===== src/rtl/uart_tx_mmio.sv =====
// Memory-mapped 8N1 UART transmitter: DATA/STAT window, byte FIFO, serializer.
// Read data is registered (one cycle); pushes to a full FIFO are dropped and flagged in ovf.
module uart_tx_mmio #(
   parameter logic [15:0] BASE_ADDR = 16'hFF00,
   parameter int          CLKDIV    = 16,
   parameter int          DEPTH     = 8
) (
   input  logic        clk,
   input  logic        rst_n,
   input  logic [15:0] mem_waddr_i,
   input  logic [15:0] mem_wdata_i,
   input  logic        mem_wr_i,
   input  logic [15:0] mem_raddr_i,
   input  logic        mem_rd_i,
   output logic [15:0] io_rdata_o,
   output logic        io_sel_o,
   output logic        txd_o
);
   localparam int          AW        = $clog2(DEPTH);
   localparam logic [15:0] STAT_ADDR = BASE_ADDR + 16'd1;
   localparam logic [15:0] RELOAD    = 16'(CLKDIV - 1);
   localparam logic [AW:0] FULL_CNT  = (AW+1)'(DEPTH);

   typedef enum logic [1:0] {S_IDLE, S_START, S_DATA, S_STOP} state_t;

   logic [7:0]    r_mem [DEPTH];
   logic [AW-1:0] r_wptr;
   logic [AW-1:0] r_rptr;
   logic [AW:0]   r_count;
   logic          r_ovf;
   state_t        r_state;
   state_t        w_state_nxt;
   logic [15:0]   r_timer;
   logic [15:0]   w_timer_nxt;
   logic [2:0]    r_bit;
   logic [2:0]    w_bit_nxt;
   logic [7:0]    r_shift;
   logic [7:0]    w_shift_nxt;
   logic          r_txd;
   logic          w_txd_nxt;
   logic [15:0]   r_rdata;
   logic          r_sel;

   logic          w_wr_data;
   logic          w_rd_data;
   logic          w_rd_stat;
   logic          w_full;
   logic          w_push;
   logic          w_pop;
   logic          w_busy;
   logic [15:0]   w_cnt16;

   assign w_wr_data = mem_wr_i && (mem_waddr_i == BASE_ADDR);
   assign w_rd_data = mem_rd_i && (mem_raddr_i == BASE_ADDR);
   assign w_rd_stat = mem_rd_i && (mem_raddr_i == STAT_ADDR);
   assign w_full    = (r_count == FULL_CNT);
   // Full is judged on the pre-edge count, so a same-cycle pop never rescues a push.
   assign w_push    = w_wr_data && !w_full;
   assign w_pop     = (r_state == S_IDLE) && (r_count != '0);
   assign w_busy    = (r_state != S_IDLE) || (r_count != '0);
   assign w_cnt16   = 16'(r_count);

   always_ff @(posedge clk) begin
      if (w_push) r_mem[r_wptr] <= mem_wdata_i[7:0];
   end

   always_ff @(posedge clk or negedge rst_n) begin
      if (!rst_n) begin
         r_wptr  <= '0;
         r_rptr  <= '0;
         r_count <= '0;
         r_ovf   <= 1'b0;
         r_sel   <= 1'b0;
         r_rdata <= 16'h0000;
      end else begin
         if (w_push) r_wptr <= r_wptr + AW'(1);
         if (w_pop)  r_rptr <= r_rptr + AW'(1);
         case ({w_push, w_pop})
            2'b10:   r_count <= r_count + (AW+1)'(1);
            2'b01:   r_count <= r_count - (AW+1)'(1);
            default: r_count <= r_count;
         endcase
         if (w_wr_data && w_full) r_ovf <= 1'b1;
         else if (w_rd_stat)      r_ovf <= 1'b0;
         r_sel   <= w_rd_data || w_rd_stat;
         r_rdata <= w_rd_data ? {8'h00, w_cnt16[7:0]} :
                    w_rd_stat ? {13'b0, r_ovf, w_busy, w_full} : 16'h0000;
      end
   end

   always_ff @(posedge clk or negedge rst_n) begin
      if (!rst_n) begin
         r_state <= S_IDLE;
         r_timer <= 16'h0000;
         r_bit   <= 3'd0;
         r_shift <= 8'h00;
         r_txd   <= 1'b1;
      end else begin
         r_state <= w_state_nxt;
         r_timer <= w_timer_nxt;
         r_bit   <= w_bit_nxt;
         r_shift <= w_shift_nxt;
         r_txd   <= w_txd_nxt;
      end
   end

   always_comb begin
      w_state_nxt = r_state;
      w_timer_nxt = r_timer;
      w_bit_nxt   = r_bit;
      w_shift_nxt = r_shift;
      case (r_state)
         S_IDLE: begin
            if (w_pop) begin
               w_state_nxt = S_START;
               w_timer_nxt = RELOAD;
               w_shift_nxt = r_mem[r_rptr];
            end
         end
         S_START: begin
            if (r_timer == 16'h0000) begin
               w_state_nxt = S_DATA;
               w_timer_nxt = RELOAD;
               w_bit_nxt   = 3'd0;
            end else begin
               w_timer_nxt = r_timer - 16'd1;
            end
         end
         S_DATA: begin
            if (r_timer == 16'h0000) begin
               w_timer_nxt = RELOAD;
               if (r_bit == 3'd7) begin
                  w_state_nxt = S_STOP;
               end else begin
                  w_bit_nxt   = r_bit + 3'd1;
                  w_shift_nxt = {1'b0, r_shift[7:1]};
               end
            end else begin
               w_timer_nxt = r_timer - 16'd1;
            end
         end
         S_STOP: begin
            if (r_timer == 16'h0000) begin
               w_state_nxt = S_IDLE;
               w_timer_nxt = RELOAD;
            end else begin
               w_timer_nxt = r_timer - 16'd1;
            end
         end
         default: w_state_nxt = S_IDLE;
      endcase
   end

   // Line level follows the state being entered, so txd_o is a flop aligned with r_state.
   always_comb begin
      w_txd_nxt = 1'b1;
      case (w_state_nxt)
         S_START: w_txd_nxt = 1'b0;
         S_DATA:  w_txd_nxt = w_shift_nxt[0];
         default: w_txd_nxt = 1'b1;
      endcase
   end

   assign txd_o      = r_txd;
   assign io_sel_o   = r_sel;
   assign io_rdata_o = r_rdata;
endmodule


===== config.mk =====
export PLATFORM = sky130hd
export DESIGN_NAME = uart_tx_mmio
export DESIGN_NICKNAME = d
export VERILOG_FILES = /design/src/rtl/uart_tx_mmio.sv
export SDC_FILE = /design/constraint.sdc
export NUM_CORES = 1
export LEC_CHECK = 0
export BUFFER_PORTS_ARGS = -buffer_cell sky130_fd_sc_hd__buf_2
export CORE_MARGIN = 4
export CORE_UTILIZATION = 42
export CTS_BUF_LIST = sky130_fd_sc_hd__clkbuf_2 sky130_fd_sc_hd__clkbuf_4 sky130_fd_sc_hd__clkbuf_8
export CTS_CLUSTER_DIAMETER = 120
export DETAILED_ROUTE_END_ITERATION = 16
export GPL_ROUTABILITY_DRIVEN = 0
export GPL_TIMING_DRIVEN = 1
export REMOVE_ABC_BUFFERS = 1
export SETUP_SLACK_MARGIN = 0.3
export SLEW_MARGIN = 20
export SYNTH_ARGS = -nofsm -noshare
export SYNTH_HDL_FRONTEND = slang
export SYNTH_SLANG_ARGS = --single-unit

===== constraint.sdc =====
create_clock -name clk -period 7.4 [get_ports clk]
set_input_delay 1.48 -clock clk [delete_from_list [all_inputs] [get_ports clk]]
set_output_delay 1.48 -clock clk [all_outputs]
set_load 0.05 [all_outputs]

### Yosys cells after proc, flatten, opt, wreduce, memory -nomap -nowiden

Memory sizes are Yosys's and may differ from the RTL's.
Cells that the tools add are included.

| word-level totals | value |
|---|---|
| output and inout port bits | 18 |
| memories | 1 |
| memory bits (writable) | 64 |
| register bits after elaboration | 46 |

| operators by class | value |
|---|---|
| muxes and demuxes | 25 |
| reduce and logical (&&, ||, !) cells | 20 |
| $add $sub $neg | 6 |
| equality and inequality tests | 16 |

Memory list:

| name | depth | bits a word | read ports | clocked after memory_dff | wr ports | line | source |
|---|---|---|---|---|---|---|---|
| r_mem | 8 | 8 | 1 | 0 | 1 | 26 | `logic [7:0] r_mem [DEPTH];` |

Operators by type and width:

| kind | number |
|---|---|
| $eq 16x16->1 const B | 3 |
| $mux 16 | 2 |
| $pmux 16 s2 | 1 |
| $mux 8 | 3 |
| $logic_not 16->1 | 1 |
| $pmux 8 s2 | 1 |
| $sub 16x1->16 const B | 1 |
| $mux 3 | 4 |
| $mux 2 | 5 |
| $reduce_bool 2->1 | 5 |
| $add 3x1->3 const B | 3 |
| $eq 2x2->1 const B | 4 |
| $ne 2x2->1 const B | 4 |
| $pmux 2 s4 | 1 |
| $pmux 4 s2 | 1 |
| $reduce_and 4->1 | 2 |
| $eq 2x1->1 const B | 3 |
| $logic_and 1x1->1 | 6 |
| $pmux 3 s2 | 1 |
| $add 4x1->4 const B | 1 |
| $eq 4x4->1 const B | 1 |
| $mux 1 | 4 |
| $mux 4 | 1 |
| $reduce_bool 4->1 | 1 |
| 7 further kinds | 8 |

### Logic depth before layout (Yosys ltp)

| depth | value |
|---|---|
| depth after elaboration | 6 |
| depth in mapped cells | 11 |
| depth with buffers taken out | 10 |

### Least setup slack after synthesis

No wires, ideal clock.

| timing path | value |
|---|---|
| path type | input to register |
| start | in mem_waddr_i[1] |
| end | reg r_count[2] |
| path buffers | 1 |
| path slack | 3943 ps |
| data required time | 7274 ps |
| stages on the path | 11 |
| arrival | 3331 ps |
| path through | nor4_1 and4_1 nand3_1 ha_1 clkbuf_1 xor2_1 ha_1 a21oi_1 xor2_1 nor2_1 xor2_1 |

| on the way | value |
|---|---|
| longest elaborated chain between the ends | 5 |

RTL lines:

| item | line | source |
|---|---|---|
| start: declaration | 10 | `input logic [15:0] mem_waddr_i,` |
| $eq 16x16->1 * | 53 | `assign w_wr_data = mem_wr_i && (mem_waddr_i == BASE_ADDR);` |
| $logic_and 1x1->1 * | 53 |  |
| $logic_and 1x1->1 * | 58 | `assign w_push = w_wr_data && !w_full;` |
| $eq 2x1->1 / $eq 2x2->1 (equally long branches) | 78 | `case ({w_push, w_pop})` |
| $pmux 4 s2 / $reduce_bool 2->1 (equally long branches) | n/a |  |
| end signal: assignment | 79 | `2'b10: r_count <= r_count + (AW+1)'(1);` |
| end signal: assignment | 80 | `2'b01: r_count <= r_count - (AW+1)'(1);` |
| end signal: assignment | 81 | `default: r_count <= r_count;` |
| end: declaration | 29 | `logic [AW:0] r_count;` |

Every way passes the cells marked *; elsewhere a longest branch is shown, timed or not.
A chain may end at the register's enable or synchronous reset.

### Worst setup path after layout

| timing path | value |
|---|---|
| start | in mem_waddr_i[4] |
| end | reg r_count[2] |

Same word-level chain as after synthesis.

==> insert_results.sql <==
INSERT INTO impl_metrics (metric_group, metric, value, unit) VALUES
('floorplan', 'floorplan.die_area', '13500', 'um2'),
('critical_path', 'path_common_cell', 'xor2_1', ''),
('critical_path', 'critical_path_source_type', 'primary input', ''),
('timing', 'max_slew_violation_total_from_the_final_report', '0', ''),
('drt', 'route.final.wire_length', '9440', 'um'),
('place', 'place_area', '5290', 'um2'),
('floorplan', 'chipHeight', '116', 'um'),
('logic_synthesis', 'synth.most_common_cell', 'edfxtp_1', ''),
('critical_path', 'critical_path.max_fanout', '6', ''),
('drt', 'firstDrtPassIters', '4', ''),
('min_path', 'hold_path_class', 'reg2reg', ''),
('clock_tree', 'clock_root_buffer_master', 'clkbuf_8', ''),
('clock_tree', 'clock_sinks', '110', ''),
('timing', 'worst_case_headroom_to_the_max_slew_limit', '34.0', '%'),
('floorplan', 'boundaryPins', '70', ''),
('grt', 'maximum_number_of_pins_on_one_net_before_global_route_repair', '47', ''),
('critical_path', 'critical_path.slowest_cell', 'ha_1', ''),
('critical_path', 'timing.setup.critical_path_class', 'in2reg', ''),
('clock_tree', 'post_cts.repair.setup_buffers', '0', ''),
('final_layout', 'stdcell_count', '539', ''),
('logic_synthesis', 'synthFlopType', 'edfxtp_1', ''),
('logic_synthesis', 'synthDominantAreaCellType', 'edfxtp_1', ''),
('job', 'cap_violations', '0', ''),
('drt', 'drt_iter0_markers', '146', ''),
('logic_synthesis', 'total_standard_cell_area_after_synthesis', '4920', 'um2'),
('logic_synthesis', 'synth_seq_area_share', '62.5', '%'),
('grt', 'grt_use_total', '15.2', '%'),
('critical_path', 'critical_path.endpoint_type', 'register', ''),
('place', 'placed_cells_incl_taps', '523', ''),
('logic_synthesis', 'yosys_warnings', '0', ''),
('timing', 'timing_hold_violations_final', '0', ''),
('clock_tree', 'clockBufferDepth', '2', ''),
('timing', 'clock.fmax', '0.297', 'GHz'),
('logic_synthesis', 'ys_ff_latch', '110', ''),
('timing', 'tns', '0', 'ns'),
('floorplan', 'die_width', '116', 'um'),
('final_layout', 'syn2layout_area_growth', '11.7', '%'),
('critical_path', 'critPathBufInv', '1', ''),
('grt', 'grt_remaining_overflow', '0', ''),
('grt', 'antenna_violations_before_repair', '0', ''),
('drt', 'post-route-drc-count', '0', ''),
('drt', 'dr_total_vias', '3025', ''),
('clock_tree', 'cts.hold.buffers_added', '0', ''),
('timing', 'grt_setup_unrepaired', 'no', ''),
('drt', 'drt.antenna.violating_nets', '0', ''),
('final_layout', 'sequential_cell_area', '3070', 'um2'),
('final_layout', 'stdcell_area', '5490', 'um2'),
('final_layout', 'multi_input_area', '1730', 'um2'),
('drt', 'detail_route.wl_per_cell', '17.5', 'um'),
('place', 'dpl_worst_slack', '3.64', 'ns'),
('timing', 'hold-worst-slack', '0.520', 'ns'),
('power', 'total_leakage_power', '2.13', 'nW'),
('critical_path', 'slowest_delay', '0.36', 'ns'),
('power', 'power_density', '305', 'nW/um2'),
('critical_path', 'worstPathRequired', '7.66', 'ns'),
('clock_tree', 'cts_inserted_buffers', '9', ''),
('clock_tree', 'clock_insertion_delay_worst_skew', '0.37', 'ns'),
('floorplan', 'start_util', '43.1', '%'),
('final_layout', 'nets', '451', ''),
('grt', 'grt_pass1_wl', '15800', 'um'),
('timing', 'final.setup.worst_slack', '4.03', 'ns'),
('logic_synthesis', 'post_synth_num_cell_types', '55', ''),
('critical_path', 'critical-path-top-delay-family', 'simple AND/OR/NAND/NOR gates', ''),
('outcome', 'outcome', 'finished clean', ''),
('final_layout', 'antenna-diode-count', '0', ''),
('power', 'power.ir.vdd_worst', '0.000183', 'V'),
('logic_synthesis', 'synth_enable_flop_cells', '64', ''),
('final_layout', 'nFillCells', '989', ''),
('grt', 'via_count_of_the_first_global_routing_pass', '3023', ''),
('drt', 'routed_via_density', '5.61', ''),
('clock_tree', 'clock_transition_at_the_register_clock_pins_on_the_worst_setup_and_hold_paths_after_cts', '0.10', 'ns');
flip-flops by register name, summed over array words and instances, names as in the netlist:
register,cells
io_rdata_o,4
io_sel_o,1
r_bit,3
r_count,4
r_mem,64
r_ovf,1
r_rptr,3
r_shift,8
r_state,2
r_timer,16
r_wptr,3
txd_o,1
placed cells by master, fill, tap and decap left out, drive strengths merged, types with 9 or more instances in the layout:
master  netlist  final
a22o          9      9
a31oi        13     13
buf          19     52
clkbuf        9     10
conb          1     12
dfrtp        45     45
edfxtp       64     64
inv           8     11
mux4         16     16
nand2        11     11
nor2         20     20
nor4         11     11
layout make-up:
class                   count  share of cell area (%)
clock buffers              10                    2.39
multi-input cells         210                    31.6
repair buffers             52                    4.92
clock inverters             6                    1.37
well taps                 143                    3.26
inverters                   8                   0.547
flip-flops and latches    110                    56.0
where the power goes:
group | switching [mW] | internal [mW]
Clock | 0.206 | 0.166
Sequential | 0.115 | 0.737
Combinational | 0.221 | 0.230
Total | 0.543 | 1.13
stage by stage:
step,util (%),total power [mW]
finish,48.1,1.68
floorplan,-,1.19
detailed placement,46.3,1.32
global placement,46.3,1.31
global route,48.1,1.78
CTS,48.1,1.70
path summary, 6_finish.rpt:
check / endpoint / slack (ns) / cells past startpoint / startpoint
setup reg to reg: r_count[2] / 4.45 / 9 / r_state[0]
max in group asynchronous: r_timer[11] / 5.89 / 1 / rst_n
hold reg to reg: r_timer[14] / 0.52 / 1 / r_timer[14]
hold / removal: r_timer[14] / 0.52 / 1 / r_timer[14]
setup / recovery: r_count[2] / 4.03 / 11 / mem_waddr_i[4]
min in group asynchronous: r_ovf / 1.11 / 1 / rst_n
cells by family (layout without fill, tap and decap cells):
| kind of cell | Yosys count | after routing | share of synthesized area, % |
|---|---|---|---|
| DFF | 110 | 110 | 62.5 |
| and+or+nand+nor | 89 | 89 | 10.7 |
| AOI/OAI and AO/OA | 67 | 67 | 10.0 |
| buffers and inverters | 36 | 76 | 3.84 |
| muxes | 22 | 22 | 8.65 |
| xor gates and xnor gates | 12 | 12 | 2.14 |
| adders and majority gates | 8 | 8 | 2.03 |
| other | 1 | 12 | 0.0762 |
routing by layer:
metal  wire length, um  global-route usage, %  vias to the layer above
met2              4800                   24.8                       50
met3               358                   3.94                        5
li1                  -                      -                     1435
met5                 0                      0                        -
met1              4200                   20.2                     1535
met4                89                   4.64                        0
worst reg2reg max path: stages (launching register included):
cell	delay (ns)
dfrtp_1	0.53
or2_2	0.48
nor2_1	0.57
ha_1	0.42
xor2_1	0.11
ha_1	0.19
a21oi_1	0.16
xor2_1	0.17
nor2_1	0.07
xor2_1	0.14
No activity file was read; power rests on OpenSTA's default activity.
